### src/rtl/fifo_pkg.sv
// Shared FIFO defaults, used by the synchronous controller and the async FIFO.
package fifo_pkg;
  localparam int DEF_ADDR_WIDTH = 4;
  localparam int DEF_RAM_HIGH   = 16;
  localparam int DEF_RAM_WIDTH  = 8;
endpackage

### src/rtl/ram.sv
// Simple dual-port RAM: independent write and read clocks, registered read data.
module ram
  import fifo_pkg::*;
#(
  parameter int ADDR_WIDTH = DEF_ADDR_WIDTH,
  parameter int RAM_HIGH   = DEF_RAM_HIGH,
  parameter int RAM_WIDTH  = DEF_RAM_WIDTH
) (
  input  logic                  w_clk,
  input  logic                  en_write,
  input  logic [ADDR_WIDTH-1:0] w_addr,
  input  logic [RAM_WIDTH-1:0]  w_data,
  input  logic                  r_clk,
  input  logic                  en_read,
  input  logic [ADDR_WIDTH-1:0] r_addr,
  output logic [RAM_WIDTH-1:0]  r_data
);

  logic [RAM_WIDTH-1:0] mem [RAM_HIGH];

  always_ff @(posedge w_clk) begin
    if (en_write) mem[w_addr] <= w_data;
  end

  // r_data only moves on en_read, which keeps the FIFO output word stable under backpressure
  always_ff @(posedge r_clk) begin
    if (en_read) r_data <= mem[r_addr];
  end

endmodule

### src/rtl/fifo_ctrl.sv
// First-word-fall-through FIFO controller around one dual-port ram; the RAM read
// register doubles as the output word, so capacity is RAM_HIGH+1.
module fifo_ctrl
  import fifo_pkg::*;
#(
  parameter int ADDR_WIDTH  = DEF_ADDR_WIDTH,
  parameter int RAM_HIGH    = DEF_RAM_HIGH,
  parameter int RAM_WIDTH   = DEF_RAM_WIDTH,
  parameter int AFULL_LEVEL = 12
) (
  input  logic                  clk,
  input  logic                  rst,
  input  logic                  flush,
  input  logic                  s_valid,
  output logic                  s_ready,
  input  logic [RAM_WIDTH-1:0]  s_data,
  output logic                  m_valid,
  input  logic                  m_ready,
  output logic [RAM_WIDTH-1:0]  m_data,
  output logic [ADDR_WIDTH:0]   level,
  output logic                  empty,
  output logic                  almost_full
);

  localparam logic [ADDR_WIDTH:0] FULL_CNT  = (ADDR_WIDTH+1)'(RAM_HIGH);
  localparam logic [ADDR_WIDTH:0] AFULL_CNT = (ADDR_WIDTH+1)'(AFULL_LEVEL);

  logic [ADDR_WIDTH-1:0] wptr;
  logic [ADDR_WIDTH-1:0] rptr;
  logic [ADDR_WIDTH:0]   mem_cnt;
  logic [ADDR_WIDTH:0]   level_q;
  logic                  vld_p1;

  logic                  clr;
  logic                  push;
  logic                  fetch;
  logic                  pop;
  logic                  en_write;
  logic                  en_read;
  logic [ADDR_WIDTH-1:0] w_addr;
  logic [ADDR_WIDTH-1:0] r_addr;

  assign s_ready = (mem_cnt != FULL_CNT);

  // Stage p0: handshake decode; m_ready reaches en_read combinationally for full throughput
  always_comb begin
    clr      = rst | flush;
    push     = s_valid & s_ready & ~clr;
    fetch    = (mem_cnt != '0) & (~vld_p1 | m_ready) & ~clr;
    pop      = vld_p1 & m_ready;
    en_write = push;
    w_addr   = wptr;
    en_read  = fetch;
    r_addr   = rptr;
  end

  // Stage p1: pointers, counts and the output-word valid
  always_ff @(posedge clk) begin
    if (clr) begin
      wptr    <= '0;
      rptr    <= '0;
      mem_cnt <= '0;
      level_q <= '0;
      vld_p1  <= 1'b0;
    end else begin
      if (push)  wptr <= wptr + ADDR_WIDTH'(1);
      if (fetch) rptr <= rptr + ADDR_WIDTH'(1);
      mem_cnt <= mem_cnt + (ADDR_WIDTH+1)'(push) - (ADDR_WIDTH+1)'(fetch);
      level_q <= level_q + (ADDR_WIDTH+1)'(push) - (ADDR_WIDTH+1)'(pop);
      if (fetch)    vld_p1 <= 1'b1;
      else if (pop) vld_p1 <= 1'b0;
    end
  end

  assign m_valid     = vld_p1;
  assign level       = level_q;
  assign empty       = (level_q == '0);
  assign almost_full = (level_q >= AFULL_CNT);

  ram #(
    .ADDR_WIDTH (ADDR_WIDTH),
    .RAM_HIGH   (RAM_HIGH),
    .RAM_WIDTH  (RAM_WIDTH)
  ) u_ram (
    .w_clk    (clk),
    .en_write (en_write),
    .w_addr   (w_addr),
    .w_data   (s_data),
    .r_clk    (clk),
    .en_read  (en_read),
    .r_addr   (r_addr),
    .r_data   (m_data)
  );

endmodule

### config.mk
export PLATFORM = sky130hd
export DESIGN_NAME = fifo_ctrl
export DESIGN_NICKNAME = d
export VERILOG_FILES = /design/src/rtl/fifo_pkg.sv /design/src/rtl/ram.sv /design/src/rtl/fifo_ctrl.sv
export SDC_FILE = /design/constraint.sdc
export NUM_CORES = 1
export LEC_CHECK = 0
export CORE_MARGIN = 4
export CORE_UTILIZATION = 50
export DETAILED_ROUTE_END_ITERATION = 16
export PLACE_DENSITY = 0.69
export SKIP_CTS_REPAIR_TIMING = 1
export SYNTH_ARGS = -nofsm -noshare
export SYNTH_HDL_FRONTEND = slang
export SYNTH_SLANG_ARGS = --single-unit
export TNS_END_PERCENT = 50
### constraint.sdc
create_clock -name clk -period 4.18 [get_ports clk]
set_input_delay 0.418 -clock clk [delete_from_list [all_inputs] [get_ports clk]]
set_output_delay 0.418 -clock clk [all_outputs]
set_load 0.05 [all_outputs]
Word level (Yosys, flattened, before mapping):

Memories as Yosys holds them, arrays and structs flattened. A register that Yosys moved wholly into a read port is not among the register bits.
Index checks and enable logic that the tools add are counted.

* add/subtract/negate cells: 6
* magnitude comparators: 1
* equal/unequal tests: 1
* muxes and demuxes: 4
* bitwise operators: 9
* reduce and logical (&&, ||, !) cells: 3

Operators with widths (number)
* adder 5 x 1 -> 5 bit: 2
* subtractor 5 x 1 -> 5 bit: 2
* adder 4 x 1 -> 4 bit (second input constant): 2
* AND 1 bit: 5
* >= comparator 5 x 4 -> 1 bit (second input constant): 1
* logical NOT 5 bit: 1
* inequality test 5 bit (second input constant): 1
* nonzero test 5 bit: 1
* two-way mux 1 bit: 4
* NOT 1 bit: 2
* OR 1 bit: 2
* nonzero test 2 bit: 1

* register bits: 19
* RAM bits: 128
* output and inout port bits: 17
* memories kept: 1

Memory list
* u_ram.mem: words 16, width 8, rd ports 1, clocked after Yosys merged registers in 1, write ports 1, line ram.sv:19 `logic [RAM_WIDTH-1:0] mem [RAM_HIGH];`

Depth between registers and ports, before layout:

* word-level depth: 5
* gate-level depth with buffers: 14
* mapped depth without buffers: 14

By module:

A second synthesis with hierarchy kept.

* cells, all modules: 350
* area, all modules: 6343.6 um2

By module, submodules not included
* ram: instances 1, cells an instance 229, area each 5227.5 um2, seq. area each 4083.9 um2
* fifo_ctrl: instances 1, cells an instance 121, area each 1116.1 um2, seq. area each 380.4 um2

Worst setup path after synthesis:

Ideal clock, no wire load.

* path type: input port to flip-flop
* start: in flush
* end: reg mem_cnt[4]
* setup time: 0.124 ns
* arrival: 3.055 ns
* required time: 4.056 ns
* path slack: 1.000 ns
* cell stages on the path: 12
* path buffers: 1
* cells stage by stage: or2_2 > clkbuf_1 > nor3_1 > ha_1 > inv_1 > ha_1 > inv_1 > fa_1 > nand2b_1 > a21oi_1 > o21ai_0 > nor3b_1

RTL lines
* start: declaration: line fifo_ctrl.sv:13 `input logic flush,`
* OR 1 bit: line fifo_ctrl.sv:47 `clr = rst | flush;`
* NOT 1 bit: line fifo_ctrl.sv:49 `fetch = (mem_cnt != '0) & (~vld_p1 | m_ready) & ~clr;`
* AND 1 bit: line fifo_ctrl.sv:49
* net en_read: line fifo_ctrl.sv:39 `logic en_read;`
* subtractor 5 x 1 -> 5 bit: line fifo_ctrl.sv:68 `mem_cnt <= mem_cnt + (ADDR_WIDTH+1)'(push) - (ADDR_WIDTH+1)'(fetch);`
* end signal: assignment: line fifo_ctrl.sv:68
* end: declaration: line fifo_ctrl.sv:30 `logic [ADDR_WIDTH:0] mem_cnt;`

The timed path passes the listed nets, and every way through them passes these cells.
A chain may end at the register's enable or synchronous reset.

Worst setup path after layout:

* start: reg mem_cnt[2]
* end: reg mem_cnt[4]

RTL lines (line)
* nonzero test 5 bit: fifo_ctrl.sv:49
* AND 1 bit (2 in a row): fifo_ctrl.sv:49
* net en_read: fifo_ctrl.sv:39
* subtractor 5 x 1 -> 5 bit: fifo_ctrl.sv:68

The timed path passes the listed nets, and every way through them passes these cells.

==> reports/qor.yml <==
critical_path:
  path_class: "flop to flop"
  arrival_ns: 3.15
  cp_cell_sequence: "inv_1 -> ha_1 -> nor4b_2 -> nor3_1 -> ha_1 -> inv_1 -> ha_1 -> inv_1 -> fa_1 -> nand2b_1 -> a21oi_1 -> o21ai_0 -> nor3b_1"
  crit_path_top_delay_cell: "nor4b_2"
  max_stage_delay_ns: 0.50
  critPathMaxFanout: 6
  crit_path_end_kind: "flop"
  critPathLaunchType: "flop"
  cp.required_ns: 4.48
logic_synthesis:
  async_reset_ff_share_pct: 0
  ys_top_cells_by_count: "edfxtp_1, nor2_1, mux4_2, dfxtp_1, ha_1"
  synthTopCellsByArea: "edfxtp_1, mux4_2, dfxtp_1"
  yosys_warnings: 0
  netlist_area_um2: 6350
  synth_cell_types: 35
  synth_most_common_cell: "edfxtp_1"
  synth_top_area_share_pct: 64.3
  postSynthAreaPerCell_um2: 17.9
  netlist_instances: 355
  synth_edf_count: 136
  synth-main-ff-cell: "edfxtp_1"
  yosys.area.top_type: "edfxtp_1"
  synth_nets: 389
  synth.yosys.seq_area_share_pct: 70.3
  ys_ff_latch: 155
floorplanning:
  die_area_um2: 14600
  num_rows: 40
  ios: 30
  die_h_um: 121
  coreArea_um2: 12200
  start_util_pct: 52.0
  chipWidth_um: 121
power:
  seqPwrFrac_pct: 50.0
  p_per_area_nw_per_um2: 470
  power_mw: 3.45
  p_int_mw: 2.70
  p_comb_share_pct: 7.9
  power_frac_clock_pct: 42.1
  swShare_pct: 21.9
  switchingPower_mw: 0.754
  vdd_drop_max_mv: 0.335
  p_leak_nw: 2.38
grt:
  grt_start_max_net_pins: 20
  grt_antenna_before_repair: 0
  first_global_vias: 3215
  grt_usage_pct: 16.8
  grt_pass1_wl_um: 17900
  grt_overflow: 0
final_layout:
  seq_area_um2: 4470
  multi_input_area_um2: 1710
  final_nets: 429
  drive_above_1_share_pct: 14.2
  diodes: 0
  area_growth_pct: 15.6
  fill_cells: 945
timing:
  worst-slew-pin-transition_ns: 0.925
  timing.final.crit_share_pct: 68.0
  finalSetupViolations: 0
  setup_ws_ns: 1.34
  report.final.slew_viol_count: 0
  rsz0062_at_grt: "no"
  fmax_ghz: 0.352
  min_period_ns: 2.84
  setup_tns_ns: 0
  final-hold-violation-count: 0
  relSlewSlack_pct: 38.1
  skew_ns: 0.00984
drt:
  vias: 3133
  initialDrtViolationCount: 173
  ant_nets: 0
  dr.pass1.iters: 5
  viasPerCell: 5.44
  drcViolationCount: 0
  wl_per_cell_um: 19.5
  wirelength_um: 11200
outcome:
  outcome: "completed"
placement:
  hpwl_um: 7220
  gp_congestion: 0.770
  io_buffers: 29
  dp_slack_ns: 1.01
clocking:
  clock_sinks: 155
  clockBufferDepth: 2
  cts_tree: "done"
  h-tree-depth: 4
  clkTransAtPathRegs_ns: 0.06
  clockRootBuffer: "clkbuf_16"
  cts_buffers: 17
  clk_latency_ns: 0.43
run:
  maxCapViolCount: 0
worst_hold_path:
  hp-class: "flop to flop"
[metrics by stage]
step	instances	utilization, %	hold slack, ns	area (µm²)
after floorplan	355	-	0.482	6350
after detailed placement	544	55.6	0.499	6790
final	576	60.1	0.502	7340
after CTS	576	60.1	0.513	7340
after global routing	576	60.1	0.531	7340
after global placement	544	55.6	0.491	6790
[flip-flops by register name (all words and copies together), names as in the netlist]
register	cells
level	5
m_valid	1
mem_cnt	5
r_addr	4
u_ram.mem	128
u_ram.r_data	8
w_addr	4
[final timing paths]
kind,from,slack [ns],cells past startpoint,end
worst min register to register,m_valid,0.50,2,m_valid
worst min-delay path,m_valid,0.50,2,m_valid
worst max-delay path,mem_cnt[2],1.34,13,mem_cnt[4]
worst max register to register,mem_cnt[2],1.34,13,mem_cnt[4]
[logic make-up (layout without fill, tap and decap cells)]
group	count (synthesis)	in the layout	synth area share, %
xor+xnor	11	11	1.52
buf+inv	31	84	2.86
mux	32	32	12.0
compound gates	31	31	3.35
fa+ha+maj	21	21	4.37
simple gates	74	74	5.63
flops	155	155	70.3
[power groups by stage]
stage | clock network (mW) | registers, mW | logic, mW
after floorplan | 0 | 1.77 | 0.180
final | 1.45 | 1.73 | 0.273
after global placement | 0 | 1.76 | 0.269
after global routing | 1.54 | 1.73 | 0.297
after detailed placement | 0 | 1.76 | 0.274
after CTS | 1.48 | 1.73 | 0.275
[critical path: cells and delay by family, from the launching register on]
family,cells,cell delay (ns)
adder cells (fa/ha/maj),4,1.02
AND/OR/NAND/NOR,4,0.94
buffers and inverters,3,0.18
AO/OA/AOI/OAI,2,0.26
flip-flops,1,0.31
[cells in the final DEF, fill, tap and decap left out, types with 3 or more instances in the layout]
cell type        synthesis  layout
a21oi_1                  7       7
clkinvlp_4               0       3
dfxtp_1                 19      18
clkinv_1                 0       3
clkbuf_16                0      17
nand3_1                  4       4
and2_1                   5       5
a22oi_1                 16      16
clkdlybuf4s50_1          0      29
clkinv_2                 0       3
buf_4                    1       7
nor2_1                  27      27
mux4_1                  11      11
nand2b_1                 4       4
xnor2_1                  9       9
mux4_2                  21      21
ha_1                    19      19
nor3_1                   8       8
edfxtp_1               136     136
nand2_1                 16      16
inv_1                   16      16
[area by class of cell]
cell class | instances | area share, %
Clock inverter | 13 | 1.72
Multi-Input combinational cell | 169 | 23.2
Clock buffer | 19 | 5.89
Timing Repair Buffer | 36 | 4.67
Inverter | 16 | 0.818
Sequential cell | 155 | 60.8
Tap cell | 168 | 2.86
[metal layers]
metal  track usage, %  vias up  routed length (µm)
li1                 -     1464                   -
met1             23.1     1584                5170
met2             26.0       63                5410
met3             4.21       22                 477
met4             6.59        0                 173
met5                0        -                   0
Power figures use the tool's default switching activity.
